[src/rtl/rf_write_arbiter_if.sv]
// Register-file write port bundle: pipeline writeback,
// long-latency results, and the arbitrated write port.
interface rf_write_arbiter_if #(
  parameter int RFW = 5,
  parameter int DW  = 32
);
  logic              wb_valid;
  logic [RFW-1:0]    wb_rd;
  logic [DW-1:0]     wb_data;
  logic              lu_valid;
  logic [RFW-1:0]    lu_rd;
  logic [DW-1:0]     lu_data;
  logic              lu_ready;
  logic              rf_we;
  logic [RFW-1:0]    wreg;
  logic [DW-1:0]     wdata;
  logic [2**RFW-1:0] pending_mask;
  logic              pipe_stall;
  logic              busy;

  modport master (
    output wb_valid, wb_rd, wb_data,
    output lu_valid, lu_rd, lu_data,
    input  lu_ready,
    input  rf_we, wreg, wdata,
    input  pending_mask, pipe_stall, busy
  );

  modport slave (
    input  wb_valid, wb_rd, wb_data,
    input  lu_valid, lu_rd, lu_data,
    output lu_ready,
    output rf_we, wreg, wdata,
    output pending_mask, pipe_stall, busy
  );
endinterface

[src/rtl/rf_write_arbiter.sv]
// Shares the register-file write port between writeback and a
// long-latency result FIFO. RF_CLEAR_SEQ_EN adds a post-reset x1..x31 clear.
module rf_write_arbiter #(
  parameter int DEPTH    = 2,
  parameter int MAX_WAIT = 4,
  parameter int RFW      = 5,
  parameter int DW       = 32
) (
  input logic               clk,
  input logic               rf_reset_n,
  rf_write_arbiter_if.slave bus
);

  localparam int AW = (DEPTH > 1) ? $clog2(DEPTH) : 1;
  localparam int CW = AW + 1;
  localparam int WW = $clog2(MAX_WAIT + 1);

  logic [AW-1:0]  rd_ptr_q;
  logic [AW-1:0]  wr_ptr_q;
  logic [CW-1:0]  cnt_q;
  logic           ent_v_q    [DEPTH];
  logic [RFW-1:0] ent_rd_q   [DEPTH];
  logic [DW-1:0]  ent_data_q [DEPTH];
  logic [WW-1:0]  wait_q;

  logic           rf_we_q;
  logic           rf_we_d;
  logic [RFW-1:0] wreg_q;
  logic [RFW-1:0] wreg_d;
  logic [DW-1:0]  wdata_q;
  logic [DW-1:0]  wdata_d;

  logic           run;
  logic           empty;
  logic           full;
  logic           head_v;
  logic           wb_hit;
  logic           head_pop;
  logic           head_wr;
  logic           lu_rdy;
  logic           enq;

`ifdef RF_CLEAR_SEQ_EN
  typedef enum logic {
    ST_CLEAR,
    ST_RUN
  } state_t;

  state_t         state_q;
  logic [RFW-1:0] idx_q;
  logic           clr;

  assign run = (state_q == ST_RUN);
  assign clr = (state_q == ST_CLEAR);
`else
  assign run = 1'b1;
`endif

  assign empty  = (cnt_q == '0);
  assign full   = (cnt_q == CW'(DEPTH));
  assign head_v = ent_v_q[rd_ptr_q];
  assign wb_hit = run & bus.wb_valid
                & (bus.wb_rd != '0);

  // A squashed head leaves without a write, so it
  // never needs the port and is popped regardless.
  assign head_pop = run & ~empty
                  & (~head_v | ~wb_hit);
  assign head_wr  = head_pop & head_v;

  assign lu_rdy = run & (~full | head_pop);
  assign enq    = bus.lu_valid & lu_rdy
                & (bus.lu_rd != '0);

  // Port grant: clear sequence, then writeback, then buffer head.
  always_comb begin
    rf_we_d = 1'b0;
    wreg_d  = '0;
    wdata_d = '0;
    unique case (1'b1)
`ifdef RF_CLEAR_SEQ_EN
      clr: begin
        rf_we_d = 1'b1;
        wreg_d  = idx_q;
      end
`endif
      wb_hit: begin
        rf_we_d = 1'b1;
        wreg_d  = bus.wb_rd;
        wdata_d = bus.wb_data;
      end
      head_wr: begin
        rf_we_d = 1'b1;
        wreg_d  = ent_rd_q[rd_ptr_q];
        wdata_d = ent_data_q[rd_ptr_q];
      end
      default: ;
    endcase
  end

  // Pending destinations of the still-valid buffered entries.
  always_comb begin
    bus.pending_mask = '0;
    for (int i = 0; i < DEPTH; i++) begin
      if (ent_v_q[i]) begin
        bus.pending_mask[ent_rd_q[i]] = 1'b1;
      end
    end
  end

  // Result FIFO: squash by writeback, pop at head, push at tail.
  always_ff @(posedge clk or negedge rf_reset_n) begin
    if (!rf_reset_n) begin
      rd_ptr_q <= '0;
      wr_ptr_q <= '0;
      cnt_q    <= '0;
      for (int i = 0; i < DEPTH; i++) begin
        ent_v_q[i]    <= 1'b0;
        ent_rd_q[i]   <= '0;
        ent_data_q[i] <= '0;
      end
    end else begin
      for (int i = 0; i < DEPTH; i++) begin
        if (wb_hit && ent_v_q[i]
            && ent_rd_q[i] == bus.wb_rd) begin
          ent_v_q[i] <= 1'b0;
        end
      end
      if (head_pop) begin
        ent_v_q[rd_ptr_q] <= 1'b0;
        rd_ptr_q          <= rd_ptr_q + AW'(1);
      end
      if (enq) begin
        ent_v_q[wr_ptr_q]    <= 1'b1;
        ent_rd_q[wr_ptr_q]   <= bus.lu_rd;
        ent_data_q[wr_ptr_q] <= bus.lu_data;
        wr_ptr_q             <= wr_ptr_q + AW'(1);
      end
      cnt_q <= cnt_q + CW'(enq) - CW'(head_pop);
    end
  end

  // Starvation counter: counts denied cycles, saturates.
  always_ff @(posedge clk or negedge rf_reset_n) begin
    if (!rf_reset_n) begin
      wait_q <= '0;
    end else if (empty || head_pop) begin
      wait_q <= '0;
    end else if (wait_q != WW'(MAX_WAIT)) begin
      wait_q <= wait_q + WW'(1);
    end
  end

  // Control FSM and registered write port.
  always_ff @(posedge clk or negedge rf_reset_n) begin
    if (!rf_reset_n) begin
      rf_we_q <= 1'b0;
      wreg_q  <= '0;
      wdata_q <= '0;
`ifdef RF_CLEAR_SEQ_EN
      state_q <= ST_CLEAR;
      idx_q   <= RFW'(1);
`endif
    end else begin
      rf_we_q <= rf_we_d;
      wreg_q  <= wreg_d;
      wdata_q <= wdata_d;
`ifdef RF_CLEAR_SEQ_EN
      unique case (state_q)
        ST_CLEAR: begin
          idx_q <= idx_q + RFW'(1);
          if (idx_q == '1) begin
            state_q <= ST_RUN;
          end
        end
        ST_RUN: ;
        default: state_q <= ST_RUN;
      endcase
`endif
    end
  end

  assign bus.rf_we      = rf_we_q;
  assign bus.wreg       = wreg_q;
  assign bus.wdata      = wdata_q;
  assign bus.lu_ready   = lu_rdy;
  assign bus.pipe_stall = (wait_q == WW'(MAX_WAIT));
`ifdef RF_CLEAR_SEQ_EN
  assign bus.busy = clr;
`else
  assign bus.busy = 1'b0;
`endif

endmodule
[src/flat_wrapper.sv]
// flat-port wrapper written by rule: the top's interface ports become plain ports
module rf_write_arbiter_flat 
#(
  parameter int DEPTH    = 2,
  parameter int MAX_WAIT = 4,
  parameter int RFW      = 5,
  parameter int DW       = 32
)
  (clk, rf_reset_n, bus_wb_valid, bus_wb_rd, bus_wb_data, bus_lu_valid, bus_lu_rd, bus_lu_data, bus_lu_ready, bus_rf_we, bus_wreg, bus_wdata, bus_pending_mask, bus_pipe_stall, bus_busy);
  rf_write_arbiter_if #(.RFW(RFW), .DW(DW)) bus_i ();
  input logic clk;
  input logic rf_reset_n;
  input wire logic [$bits(bus_i.wb_valid)-1:0] bus_wb_valid;
  input wire logic [$bits(bus_i.wb_rd)-1:0] bus_wb_rd;
  input wire logic [$bits(bus_i.wb_data)-1:0] bus_wb_data;
  input wire logic [$bits(bus_i.lu_valid)-1:0] bus_lu_valid;
  input wire logic [$bits(bus_i.lu_rd)-1:0] bus_lu_rd;
  input wire logic [$bits(bus_i.lu_data)-1:0] bus_lu_data;
  output wire logic [$bits(bus_i.lu_ready)-1:0] bus_lu_ready;
  output wire logic [$bits(bus_i.rf_we)-1:0] bus_rf_we;
  output wire logic [$bits(bus_i.wreg)-1:0] bus_wreg;
  output wire logic [$bits(bus_i.wdata)-1:0] bus_wdata;
  output wire logic [$bits(bus_i.pending_mask)-1:0] bus_pending_mask;
  output wire logic [$bits(bus_i.pipe_stall)-1:0] bus_pipe_stall;
  output wire logic [$bits(bus_i.busy)-1:0] bus_busy;
  assign bus_i.wb_valid = bus_wb_valid;
  assign bus_i.wb_rd = bus_wb_rd;
  assign bus_i.wb_data = bus_wb_data;
  assign bus_i.lu_valid = bus_lu_valid;
  assign bus_i.lu_rd = bus_lu_rd;
  assign bus_i.lu_data = bus_lu_data;
  assign bus_lu_ready = bus_i.lu_ready;
  assign bus_rf_we = bus_i.rf_we;
  assign bus_wreg = bus_i.wreg;
  assign bus_wdata = bus_i.wdata;
  assign bus_pending_mask = bus_i.pending_mask;
  assign bus_pipe_stall = bus_i.pipe_stall;
  assign bus_busy = bus_i.busy;
  rf_write_arbiter #(.DEPTH(DEPTH), .MAX_WAIT(MAX_WAIT), .RFW(RFW), .DW(DW)) u_core (.clk(clk), .rf_reset_n(rf_reset_n), .bus(bus_i));
endmodule
[config.mk]
export PLATFORM = sky130hd
export DESIGN_NAME = rf_write_arbiter_flat
export DESIGN_NICKNAME = d
export VERILOG_FILES = /design/src/rtl/rf_write_arbiter_if.sv /design/src/rtl/rf_write_arbiter.sv /design/src/flat_wrapper.sv
export SDC_FILE = /design/constraint.sdc
export NUM_CORES = 1
export LEC_CHECK = 0
export ABC_AREA = 1
export BUFFER_PORTS_ARGS = -buffer_cell sky130_fd_sc_hd__buf_2
export CAP_MARGIN = 20
export CORE_UTILIZATION = 49
export DETAILED_ROUTE_END_ITERATION = 6
export PLACE_DENSITY = 0.77
export RECOVER_POWER = 50
export SYNTH_ARGS = -nofsm -noshare
export SYNTH_HDL_FRONTEND = slang
export SYNTH_SLANG_ARGS = --single-unit
export TNS_END_PERCENT = 30
[constraint.sdc]
create_clock -name clk -period 1.7 [get_ports clk]
set_input_delay 0.255 -clock clk [delete_from_list [all_inputs] [get_ports clk]]
set_output_delay 0.255 -clock clk [all_outputs]
set_load 0.05 [all_outputs]
; ---- Word level (Yosys, flattened, before mapping)
; Index checks and enable logic that the tools add are counted.
[totals]
ff_bits = 121
[op_classes]
addsub = 5
magnitude_cmp = 8
eq_ne = 5
n_mux = 34
bitwise = 17
n_reduce_logical = 14
[ops]
columns = cell, count
row1 = $mux 32, 6
row2 = $bwmux 64, 1
row3 = $pmux 32 s2, 1
row4 = $demux 32 s1, 1
row5 = $or 32x32->32, 1
row6 = $mux 5, 4
row7 = $lt 5x6->1 const B, 2
row8 = $bwmux 10, 1
row9 = $demux 1 s5, 2
row10 = $eq 5x5->1, 2
row11 = $ge 5x1->1 const B, 2
row12 = $mux 1, 10
row13 = $pmux 5 s2, 1
row14 = $reduce_bool 5->1, 2
row15 = $logic_and 1x1->1, 8
row16 = $mux 3, 2
row17 = $and 1x1->1, 5
row18 = $demux 5 s1, 1
row19 = $ge 2x2->1 const B, 2
row20 = $lt 2x1->1 const B, 2
row21 = $mux 2, 2
row22 = $not 1->1, 4
row23 = $not 1->2, 2
row24 = $add 3x1->3 const B, 1
row25 = 15 further kinds, 18

; ---- Depth between registers and ports, before layout
; Gate-level depths: netlist of the first run.
[logic_depth]
ltp_word = 12
depth_mapped = 12
mapped_depth_nobuf = 10

; ---- Least setup slack after synthesis of the first run
; OpenSTA, ideal clock, no wires.
[synth_timing]
path_type = reg2out
from = reg u_core.ent_rd_q[4] (netlist name)
to = out bus_pending_mask[12]
t_arrival_ns = 1.858
required_ns = 1.445
path_slack_ns = -0.413
path_stages_with_launch = 5
cell_sequence = dfrtp_1 clkbuf_1 inv_1 nand3_1 o21ai_0
[synth_via]
elab_chain_len = 6
elab_cells_between_ends = 7
classes_between = order compare (2) / mux (3) / bitwise (1) / reduce/logical (1)
[synth_rtl]
columns = item, line
row1 = from (decl), rf_write_arbiter.sv:22  ; logic [RFW-1:0] ent_rd_q [DEPTH];
row2 = "from (signal, indexed assignment)", rf_write_arbiter.sv:135  ; ent_rd_q[wr_ptr_q] <= bus.lu_rd;
row3 = $lt 5x6->1 (implied by the code) / $ge 5x1->1 (equally long branches), rf_write_arbiter.sv:106  ; bus.pending_mask[ent_rd_q[i]] = 1'b1;
row4 = $logic_and 1x1->1 (implied by the code), rf_write_arbiter.sv:106
row5 = $mux 1 (implied by the code), rf_write_arbiter.sv:106
row6 = $demux 1 s5 *, n/a
row7 = $or 32x32->32 (no line) *, n/a
row8 = $mux 32 *, rf_write_arbiter.sv:105  ; if (ent_v_q[i]) begin
row9 = to (decl), flat_wrapper.sv:23  ; output wire logic [$bits(bus_i.pending_mask)-1:0] bus_pending_mask;
; Every way passes the cells marked *; elsewhere a longest branch is shown, timed or not.

; ---- Final worst setup path of the first run
[layout_timing]
from = reg u_core.ent_rd_q[7] (netlist name)
to = out bus_pending_mask[10]
[layout_via]
elab_chain_len = 7
elab_cells_between_ends = 8
classes_between = order compare (2) / mux (4) / bitwise (1) / reduce/logical (1)
[layout_rtl]
columns = item, line
row1 = $lt 5x6->1 (implied by the code) / $ge 5x1->1 (equally long branches), rf_write_arbiter.sv:106
row2 = $logic_and 1x1->1 (implied by the code), rf_write_arbiter.sv:106
row3 = $mux 1 (implied by the code), rf_write_arbiter.sv:106
row4 = $demux 1 s5 *, n/a
row5 = $mux 32 *, rf_write_arbiter.sv:105
row6 = $or 32x32->32 (no line), n/a
row7 = $mux 32 *, rf_write_arbiter.sv:105
; Marks and branches as above.

==> impl_metrics.tcl, run 1 <==
set metrics [dict create \
    stdcell_count 1163 \
    drive_gt1_frac 0.299 \
    die_h_um 114 \
    drtIter0Drc 667 \
    ir_drop_uv 945 \
    status "finished, violations left" \
    rows 40 \
    ys.flop_type "dfrtp_1" \
    setup_viol_count_final 33 \
    first_pass_iters 6 \
    yosysWarnings 0 \
    antenna_found_initial 0 \
    syn_to_final_growth_pct 36.2 \
    first_global_vias 5761 \
    synth_area_um2 6110 \
    cp_slowest_cell "dfrtp_1" \
    rsz0062_at_grt "true" \
    dpl.cell_count 1119 \
    drt-wirelength-per-cell_um 15.9 \
    grt_remaining_overflow 0 \
    initial_core_util 0.505 \
    synth_edf_count 0 \
    ys_top_cells_by_area "dfrtp_1 (50%), nand2_1 (24%), nand4_1 (7.6%)" \
    grt_util_all_layers 0.282 \
    worstHoldStart "bus_wb_data[22]" \
    clockRootBuffer "clkbuf_16" \
    min_to "u_core.bus.wdata[22]$_DFF_PN0_" \
    fin_area_um2 8330 \
    tightest_slew_ns 0.922 \
    n_fill_cell 952 \
    violations "setup timing" \
    critPathKind "reg2out" \
    r2r_start "u_core.ent_v_q[0]$_DFF_PN0_" \
    power_leakage_nw 4.45 \
    fin_crit_ns 2.01 \
    worstPathArrival_ns 1.75 \
    hold_violations 0 \
    required_ns 1.44 \
    wirelength_um 18500 \
    cts_buffers 17 \
    route.antenna.remaining_nets 0 \
    drv_cap 0 \
    routabilityCongestion 0.900 \
    cts_tree "done" \
    yosysMostFrequentCell "nand2_1" \
    fmax_ghz 0.498 \
    fp.dieArea_um2 12900 \
    synth_common_cells "nand2_1 (396), dfrtp_1 (121), nand4_1 (74), nand3_1 (58), o21ai_0 (37)" \
    grt_max_degree 41 \
    synth_nets 892 \
    cts.clk_slew.worst_paths_ns 0.06 \
    critPathMaxFanout 4 \
    grt_pass1_wl_um 28300 \
    relSlewSlack 0.385 \
    detailed_place_hpwl_um 11800 \
    vias 6354 \
    hold_class "in2reg" \
    io_buffers 149 \
    async_flop_share 1.00 \
    finalSetupTns_ns -6.94 \
    fin_nets 1064 \
    ys_seq_elements 121 \
    ys_types 25 \
    via_per_inst 5.46 \
    fin_crit_sh 1.18 \
    route.detailed.drc 0 \
    end_kind "output port" \
    synth_cells 810 \
    startpoint_type "flip-flop" \
    placed_cell_area_um2 7270 \
    cpPeakStageDelay_ns 0.44 \
    die_w_um 114 \
    rrSetupSlack_ns 0.03 \
    synth_top_area_frac 0.495 \
    clk-insertion-delay-late_ns 0.41 \
    finalMaxSlewViolations 0 \
    yosysSeqAreaShare 0.495 \
    r2r_end "u_core.cnt_q[1]$_DFF_PN0_" \
    hold_depth 3 \
    powerDensity_nw_per_um2 2020 \
    yosys.area.top_type "dfrtp_1" \
    rr_worst_depth 9 \
    io_pins 151 \
    layout_setup_ws_ns -0.307 \
    num_antenna_cells 0 \
    clock_skew_ns 0.00639 \
    core-area_um2 12100 \
    crit_path_cell_trace "buf_6, nor3_2, buf_4, nand2_1, o21ai_2, buf_6" \
    syn_area_per_cell_um2 7.55 \
    worst_path_most_repeated_cell "buf_6" \
    clock_sinks 121 \
    clockBufferDepth 2 \
    htree_levels 4 \
]
metal layers:
metal	routed length (µm)	global-route usage
met3	1270	0.0638
met4	543	0.0842
met5	0	0
met2	8720	0.444
met1	7950	0.389
cell usage in the layout (no fill, tap or decap), types with 3 or more instances in the layout:
| master | count |
|---|---|
| nand2_1 | 389 |
| dfrtp_1 | 113 |
| buf_2 | 97 |
| nand4_1 | 74 |
| nand3_1 | 49 |
| buf_4 | 46 |
| buf_6 | 40 |
| o21ai_2 | 24 |
| clkbuf_16 | 17 |
| clkbuf_1 | 17 |
| inv_1 | 12 |
| nor2_1 | 11 |
| inv_2 | 11 |
| nand3_2 | 8 |
| dfrtp_2 | 8 |
| o21ai_1 | 7 |
| nand2_2 | 6 |
| xnor2_1 | 5 |
| o21ai_0 | 5 |
| nor3_4 | 5 |
| nor3_2 | 5 |
| ha_1 | 4 |
| clkinv_4 | 4 |
| clkinv_2 | 4 |
| nand2_4 | 3 |
| nor3_1 | 3 |
| clkinvlp_4 | 3 |
| buf_12 | 3 |
| clkbuf_4 | 3 |
through the flow:
| stage | utilization | worst slack, ns | hold slack [ns] | total power, W |
|---|---|---|---|---|
| after floorplan | - | -0.108 | -0.0406 | 0.0102 |
| after global placement | 0.600 | 0.111 | 0.269 | 0.0123 |
| after detailed placement | 0.600 | 0.0523 | 0.269 | 0.0124 |
| after CTS | 0.675 | -0.193 | 0.0335 | 0.0163 |
| after global routing | 0.688 | -0.324 | 0.0310 | 0.0178 |
| final | 0.688 | -0.307 | 0.0447 | 0.0169 |
worst max-delay path, delay by kind of cell (launching register included):
kind / cells / cell delay, ns
AOI/OAI and AO/OA: 1 / 0.09
buffers and inverters: 3 / 0.52
and+or+nand+nor: 2 / 0.30
DFF: 1 / 0.44
area by class of cell:
cell class / instances / area [µm²] / share of cell area
Sequential cell: 121 / 3040 / 0.365
Inverter: 26 / 103 / 0.0123
Timing Repair Buffer: 209 / 1450 / 0.174
Tap cell: 168 / 210 / 0.0252
Clock inverter: 14 / 125 / 0.0150
Clock buffer: 18 / 439 / 0.0527
Multi-Input combinational cell: 607 / 2970 / 0.356
repair_timing:
action,CTS,global route
setup endpoints to repair,34,35
hold endpoints to repair,34,0
buffers inserted,6,5
resized for setup,98,43
hold buffers,1,0
pin swaps,5,5
kinds of logic after synthesis:
group                    share of synthesized area
AO/OA/AOI/OAI                               0.0319
XOR/XNOR                                    0.0100
adder cells (fa/ha/maj)                    0.00819
buffers and inverters                       0.0628
flip-flops                                   0.495
other                                     0.000613
AND/OR/NAND/NOR                              0.391
sequential cells by signal, summed over array words and instances (netlist names), 2 cells and up:
| signal | cells |
|---|---|
| u_core.ent_data_q | 64 |
| u_core.ent_v_q | 2 |
| u_core.cnt_q | 2 |
| u_core.bus.wdata | 32 |
| u_core.ent_rd_q | 10 |
| u_core.bus.wreg | 5 |
| u_core.wait_q | 3 |
report_power, final:
group / internal [W] / switching [W] / leakage (nW) / total, W
sequential: 0.00415 / 0.000837 / 1.50 / 0.00498
clock: 0.00205 / 0.00131 / 0.272 / 0.00336
combinational: 0.00258 / 0.00594 / 2.67 / 0.00852
total: 0.00878 / 0.00808 / 4.45 / 0.0169
worst max-delay path by stage:
stage | depth (start not counted) | to | slack, ns | startpoint
final | 6 | bus_pending_mask[10] | -0.31 | u_core.ent_rd_q[7]$_DFFE_PN0P_
after global placement | 9 | u_core.cnt_q[1]$_DFF_PN0_ | 0.11 | u_core.ent_v_q[0]$_DFF_PN0_
after floorplan | 4 | bus_pending_mask[15] | -0.11 | u_core.ent_rd_q[5]$_DFFE_PN0P_
after global routing | 6 | bus_pending_mask[12] | -0.32 | u_core.ent_rd_q[8]$_DFFE_PN0P_
after CTS | 6 | bus_pending_mask[15] | -0.19 | u_core.ent_rd_q[6]$_DFFE_PN0P_
after detailed placement | 9 | u_core.cnt_q[1]$_DFF_PN0_ | 0.05 | u_core.ent_v_q[0]$_DFF_PN0_
(Power assumes the default switching activity.)
==> inputs of run 2 (changes only) <==
--- a/config.mk
+++ b/config.mk
@@ -10,8 +10,10 @@
 export CAP_MARGIN = 20
 export CORE_UTILIZATION = 49
 export DETAILED_ROUTE_END_ITERATION = 6
+export GPL_TIMING_DRIVEN = 0
 export PLACE_DENSITY = 0.77
 export RECOVER_POWER = 50
+export SETUP_SLACK_MARGIN = 0.4
 export SYNTH_ARGS = -nofsm -noshare
 export SYNTH_HDL_FRONTEND = slang
 export SYNTH_SLANG_ARGS = --single-unit
==> impl_metrics.tcl, run 2 (synthesis gave the netlist of run 1 again) <==
set metrics [dict create \
    detailed_place_hpwl_um 13300 \
    final_cell_mix "nand2_1 (335), buf_2 (120), dfrtp_1 (114), nand4_1 (74), nand2_2 (57)" \
    dpl.cell_count 1128 \
    required_ns 1.44 \
    drt-wirelength-per-cell_um 21.5 \
    violations "DRC, setup timing" \
    fin_area_um2 9870 \
    drtIter0Drc 1101 \
    drv_cap 0 \
    clk-insertion-delay-late_ns 0.42 \
    die_h_um 114 \
    clockRootBuffer "clkbuf_16" \
    wirelength_um 26000 \
    cts.clk_slew.worst_paths_ns 0.05 \
    largest_register "u_core.ent_data_q" \
    largest_reg_flops 64 \
    syn_to_final_growth_pct 61.5 \
    grt_pass1_wl_um 34500 \
    fin_nets 1109 \
    num_antenna_cells 0 \
    startpoint_type "flip-flop" \
    rows 40 \
    clockBufferDepth 2 \
    grt_remaining_overflow 0 \
    power_leakage_nw 4.93 \
    clock_sinks 121 \
    clock_skew_ns 0.00764 \
    vias 7441 \
    status "finished, violations left" \
    finalSetupTns_ns -11.28 \
    setup_viol_count_final 61 \
    worstPathArrival_ns 1.83 \
    critPathMaxFanout 5 \
    htree_levels 4 \
    fmax_ghz 0.479 \
    layout_setup_ws_ns -0.390 \
    n_fill_cell 687 \
    tightest_slew_ns 0.722 \
    antenna_found_initial 0 \
    cp_slowest_cell "dfrtp_2" \
    io_buffers 149 \
    cts_buffers 17 \
    cpPeakStageDelay_ns 0.41 \
    first_pass_iters 7 \
    stdcell_count 1208 \
    fin_crit_ns 2.09 \
    relSlewSlack 0.519 \
    end_kind "output port" \
    hold_class "in2reg" \
    die_w_um 114 \
    fp.dieArea_um2 12900 \
    grt_max_degree 99 \
    crit_path_cell_trace "clkinvlp_4, nor3_4, nand2_1, o21ai_2, buf_6" \
    first_global_vias 6647 \
    ir_drop_uv 1080 \
    core-area_um2 12100 \
    grt_util_all_layers 0.352 \
    rsz0062_at_grt "true" \
    hold_violations 0 \
    layout_commonest_cell "nand2_1" \
    critPathKind "reg2out" \
    finalMaxSlewViolations 0 \
    via_per_inst 6.16 \
    io_pins 151 \
    initial_core_util 0.505 \
    placed_cell_area_um2 7690 \
    fin_crit_sh 1.23 \
    route.antenna.remaining_nets 0 \
    cts_tree "done" \
    drive_gt1_frac 0.438 \
    route.detailed.drc 4 \
    routabilityCongestion 0.882 \
    powerDensity_nw_per_um2 2140 \
]
## run 2: cell types whose count changed in the layout (fill, tap and decap cells not counted), moves of 16 or more
cell	delta
o21ai_4	+23
nand2_2	+51
buf_2	+23
o21ai_2	-16
nand3_4	+24
buf_8	+18
nand2_1	-54
nand3_1	-35
## run 2: area by class of cell
type                            instances  area [µm²]  share of cell area
Multi-Input combinational cell        607        3800               0.385
Sequential cell                       121        3040               0.308
Timing Repair Buffer                  198        1510               0.153
Buffer                                 56         574              0.0582
Clock buffer                           26         519              0.0526
Tap cell                              168         210              0.0213
Inverter                               26         141              0.0143
Clock inverter                          6        85.1             0.00862
## run 2: final timing paths
kind | from | endpoint | slack [ns] | depth (start not counted)
worst max-delay path | u_core.ent_rd_q[8]$_DFFE_PN0P_ | bus_pending_mask[24] | -0.39 | 5
worst min-delay path | bus_wb_data[12] | u_core.bus.wdata[12]$_DFF_PN0_ | 0.03 | 3
worst max register to register | u_core.rd_ptr_q$_DFFE_PN0P_ | u_core.cnt_q[1]$_DFF_PN0_ | -0.10 | 12
worst min register to register | u_core.ent_data_q[51]$_DFFE_PN0P_ | u_core.ent_data_q[51]$_DFFE_PN0P_ | 0.47 | 2
max in group asynchronous | rf_reset_n | u_core.ent_rd_q[9]$_DFFE_PN0P_ | 0.16 | 3
min in group asynchronous | rf_reset_n | u_core.bus.wdata[2]$_DFF_PN0_ | 0.38 | 2
## run 2: worst max-delay path: cells and delay by family, from the launching register on
| family | cells | cell delay (ns) |
|---|---|---|
| buffers and inverters | 2 | 0.42 |
| AOI/OAI and AO/OA | 1 | 0.09 |
| and+or+nand+nor | 2 | 0.48 |
| DFF | 1 | 0.41 |
## run 2: report_power, final
group	switching [W]	internal [W]
registers	0.000913	0.00415
clock network	0.00131	0.00239
logic	0.00828	0.00411
## run 2: per-stage QoR
step	util	hold slack (ns)	total power [W]	worst slack, ns
2_1_floorplan	-	-0.0406	0.0111	0.00419
3_3_place_gp	0.632	0.452	0.0131	-1.34
3_5_place_dp	0.635	0.124	0.0133	-0.335
4_1_cts	0.779	0.0347	0.0189	-0.287
5_1_grt	0.815	0.0427	0.0218	-0.426
6_report	0.815	0.0350	0.0211	-0.390
## run 2: repair_timing
item,4_1_cts,5_1_grt
cloned,2,1
endpoints found under the hold margin,23,0
pin swaps,67,45
hold buffers,1,0
setup endpoints to repair,155,155
buffers inserted,37,7
resized for setup,221,104
## run 2: metal layers
metal	wire, µm	track usage	vias to the layer above
met5	0	0	-
met1	9120	0.456	3514
li1	-	-	3102
met4	1430	0.171	0
met3	3010	0.0824	174
met2	12400	0.557	651
==> inputs of run 3 (changes only) <==
--- a/config.mk
+++ b/config.mk
@@ -13,7 +13,7 @@
 export GPL_TIMING_DRIVEN = 0
 export PLACE_DENSITY = 0.77
 export RECOVER_POWER = 50
-export SETUP_SLACK_MARGIN = 0.4
+export SETUP_SLACK_MARGIN = 0.02
 export SYNTH_ARGS = -nofsm -noshare
 export SYNTH_HDL_FRONTEND = slang
 export SYNTH_SLANG_ARGS = --single-unit
==> impl_metrics.tcl, run 3 (synthesis gave the netlist of run 1 again) <==
set metrics [dict create \
    grt_util_all_layers 0.312 \
    report.power.total_w 0.0183 \
    fp.dieArea_um2 12900 \
    drive_gt1_frac 0.303 \
    antenna_found_initial 0 \
    vias 6743 \
    wirelength_um 20900 \
    cts_tree "done" \
    detailed_place_hpwl_um 12700 \
    power_leakage_nw 4.55 \
    io_pins 151 \
    htree_levels 4 \
    grt_max_degree 94 \
    drv_cap 0 \
    placed_cell_area_um2 7150 \
    p_switching_w 0.00856 \
    layout_commonest_cell "nand2_1" \
    first_global_vias 6077 \
    route.antenna.remaining_nets 0 \
    finalMaxSlewViolations 0 \
    worstPathArrival_ns 1.88 \
    power_frac_seq 0.275 \
    relSlewSlack 0.543 \
    critPathKind "reg2out" \
    violations "DRC, setup timing" \
    clock_sinks 121 \
    layout_setup_ws_ns -0.439 \
    die_w_um 114 \
    finish.utilization 0.710 \
    fin_crit_ns 2.14 \
    final_cell_mix "nand2_1 (387), dfrtp_1 (113), buf_2 (110), nand4_1 (74), nand3_1 (51)" \
    cts_buffers 17 \
    tightest_slew_ns 0.686 \
    fmax_ghz 0.467 \
    clk-insertion-delay-late_ns 0.42 \
    initial_core_util 0.505 \
    critPathMaxFanout 5 \
    required_ns 1.44 \
    dpl.cell_count 1128 \
    die_h_um 114 \
    fin_area_um2 8600 \
    rrSetupSlack_ns -0.06 \
    p_int_w 0.00970 \
    grt_pass1_wl_um 30600 \
    num_antenna_cells 0 \
    rsz0062_at_grt "true" \
    hold_violations 0 \
    startpoint_type "flip-flop" \
    cts.clk_slew.worst_paths_ns 0.06 \
    powerDensity_nw_per_um2 2120 \
    drtIter0Drc 823 \
    drt-wirelength-per-cell_um 17.6 \
    swShare 0.469 \
    clockBufferDepth 2 \
    setup_viol_count_final 41 \
    stdcell_count 1188 \
    io_buffers 149 \
    clock_skew_ns 0.00650 \
    clockRootBuffer "clkbuf_16" \
    status "finished, violations left" \
    fin_crit_sh 1.26 \
    first_pass_iters 7 \
    largest_reg_flops 64 \
    end_kind "output port" \
    fin_nets 1089 \
    core-area_um2 12100 \
    largest_register "u_core.ent_data_q" \
    rows 40 \
    route.detailed.drc 5 \
    hold_class "in2reg" \
    ir_drop_uv 918 \
    grt_remaining_overflow 0 \
    comb_power_share 0.505 \
    syn_to_final_growth_pct 40.6 \
    routabilityCongestion 0.886 \
    via_per_inst 5.68 \
    clockPowerShare 0.220 \
]
[run 3: stage by stage]
| step | hold WS [ns] | TNS (ns) | setup WS, ns |
|---|---|---|---|
| 4_1_cts | 0.0360 | -6.96 | -0.238 |
| 3_5_place_dp | 0.139 | -9.22 | -0.334 |
| 3_3_place_gp | 0.453 | -141.09 | -1.10 |
| 6_report | 0.0363 | -11.34 | -0.439 |
| 5_1_grt | 0.0356 | -19.69 | -0.464 |
| 2_1_floorplan | -0.0406 | -2.48 | -0.108 |
[run 3: layer usage]
layer  track usage  wire (µm)  part of all wire
met1         0.404       7880              0.38
met2         0.495       9760              0.47
met3        0.0925       2360              0.11
met4         0.118        881             0.042
met5             0          0                 0
[run 3: critical path: stages (launching register included)]
cell and delay (ns):
dfrtp_2 0.44, clkinvlp_4 0.22, nor3_4 0.33, buf_4 0.17, nand2_2 0.06, o21ai_2 0.07
buf_6 0.18
[run 3: area by class of cell]
class	count	area, µm²
Clock inverter	14	228
Fill cell	922	3510
Inverter	26	121
Buffer	52	339
Timing Repair Buffer	182	1210
Tap cell	168	210
Sequential cell	121	3040
Clock buffer	18	429
Multi-Input combinational cell	607	3020
[run 3: path summary, 6_finish.rpt]
check                                                   from                                 to  depth (start not counted)
max reg2reg                      u_core.ent_v_q[0]$_DFF_PN0_          u_core.cnt_q[1]$_DFF_PN0_                         10
min reg2reg                u_core.ent_data_q[15]$_DFFE_PN0P_  u_core.ent_data_q[15]$_DFFE_PN0P_                          2
max                           u_core.ent_rd_q[8]$_DFFE_PN0P_               bus_pending_mask[11]                          6
max in group asynchronous                         rf_reset_n     u_core.ent_rd_q[9]$_DFFE_PN0P_                          3
min in group asynchronous                         rf_reset_n     u_core.bus.wdata[15]$_DFF_PN0_                          2
min                                          bus_wb_data[12]     u_core.bus.wdata[12]$_DFF_PN0_                          3
[run 3: power groups by stage]
stage	registers, W	logic, W	clock network (W)
2_1_floorplan	0.00587	0.00436	0
3_3_place_gp	0.00476	0.00744	0
3_5_place_dp	0.00479	0.00754	0
4_1_cts	0.00493	0.00839	0.00402
5_1_grt	0.00514	0.00987	0.00415
6_report	0.00502	0.00923	0.00401
[run 3: timing repair]
| item | CTS | global route |
|---|---|---|
| pin swaps | 9 | 17 |
| endpoints found under the setup margin | 36 | 102 |
| gates cloned | 0 | 0 |
| endpoints found under the hold margin | 28 | 0 |
| resized for setup | 127 | 48 |
| hold buffers | 1 | 0 |
| buffers inserted | 18 | 13 |
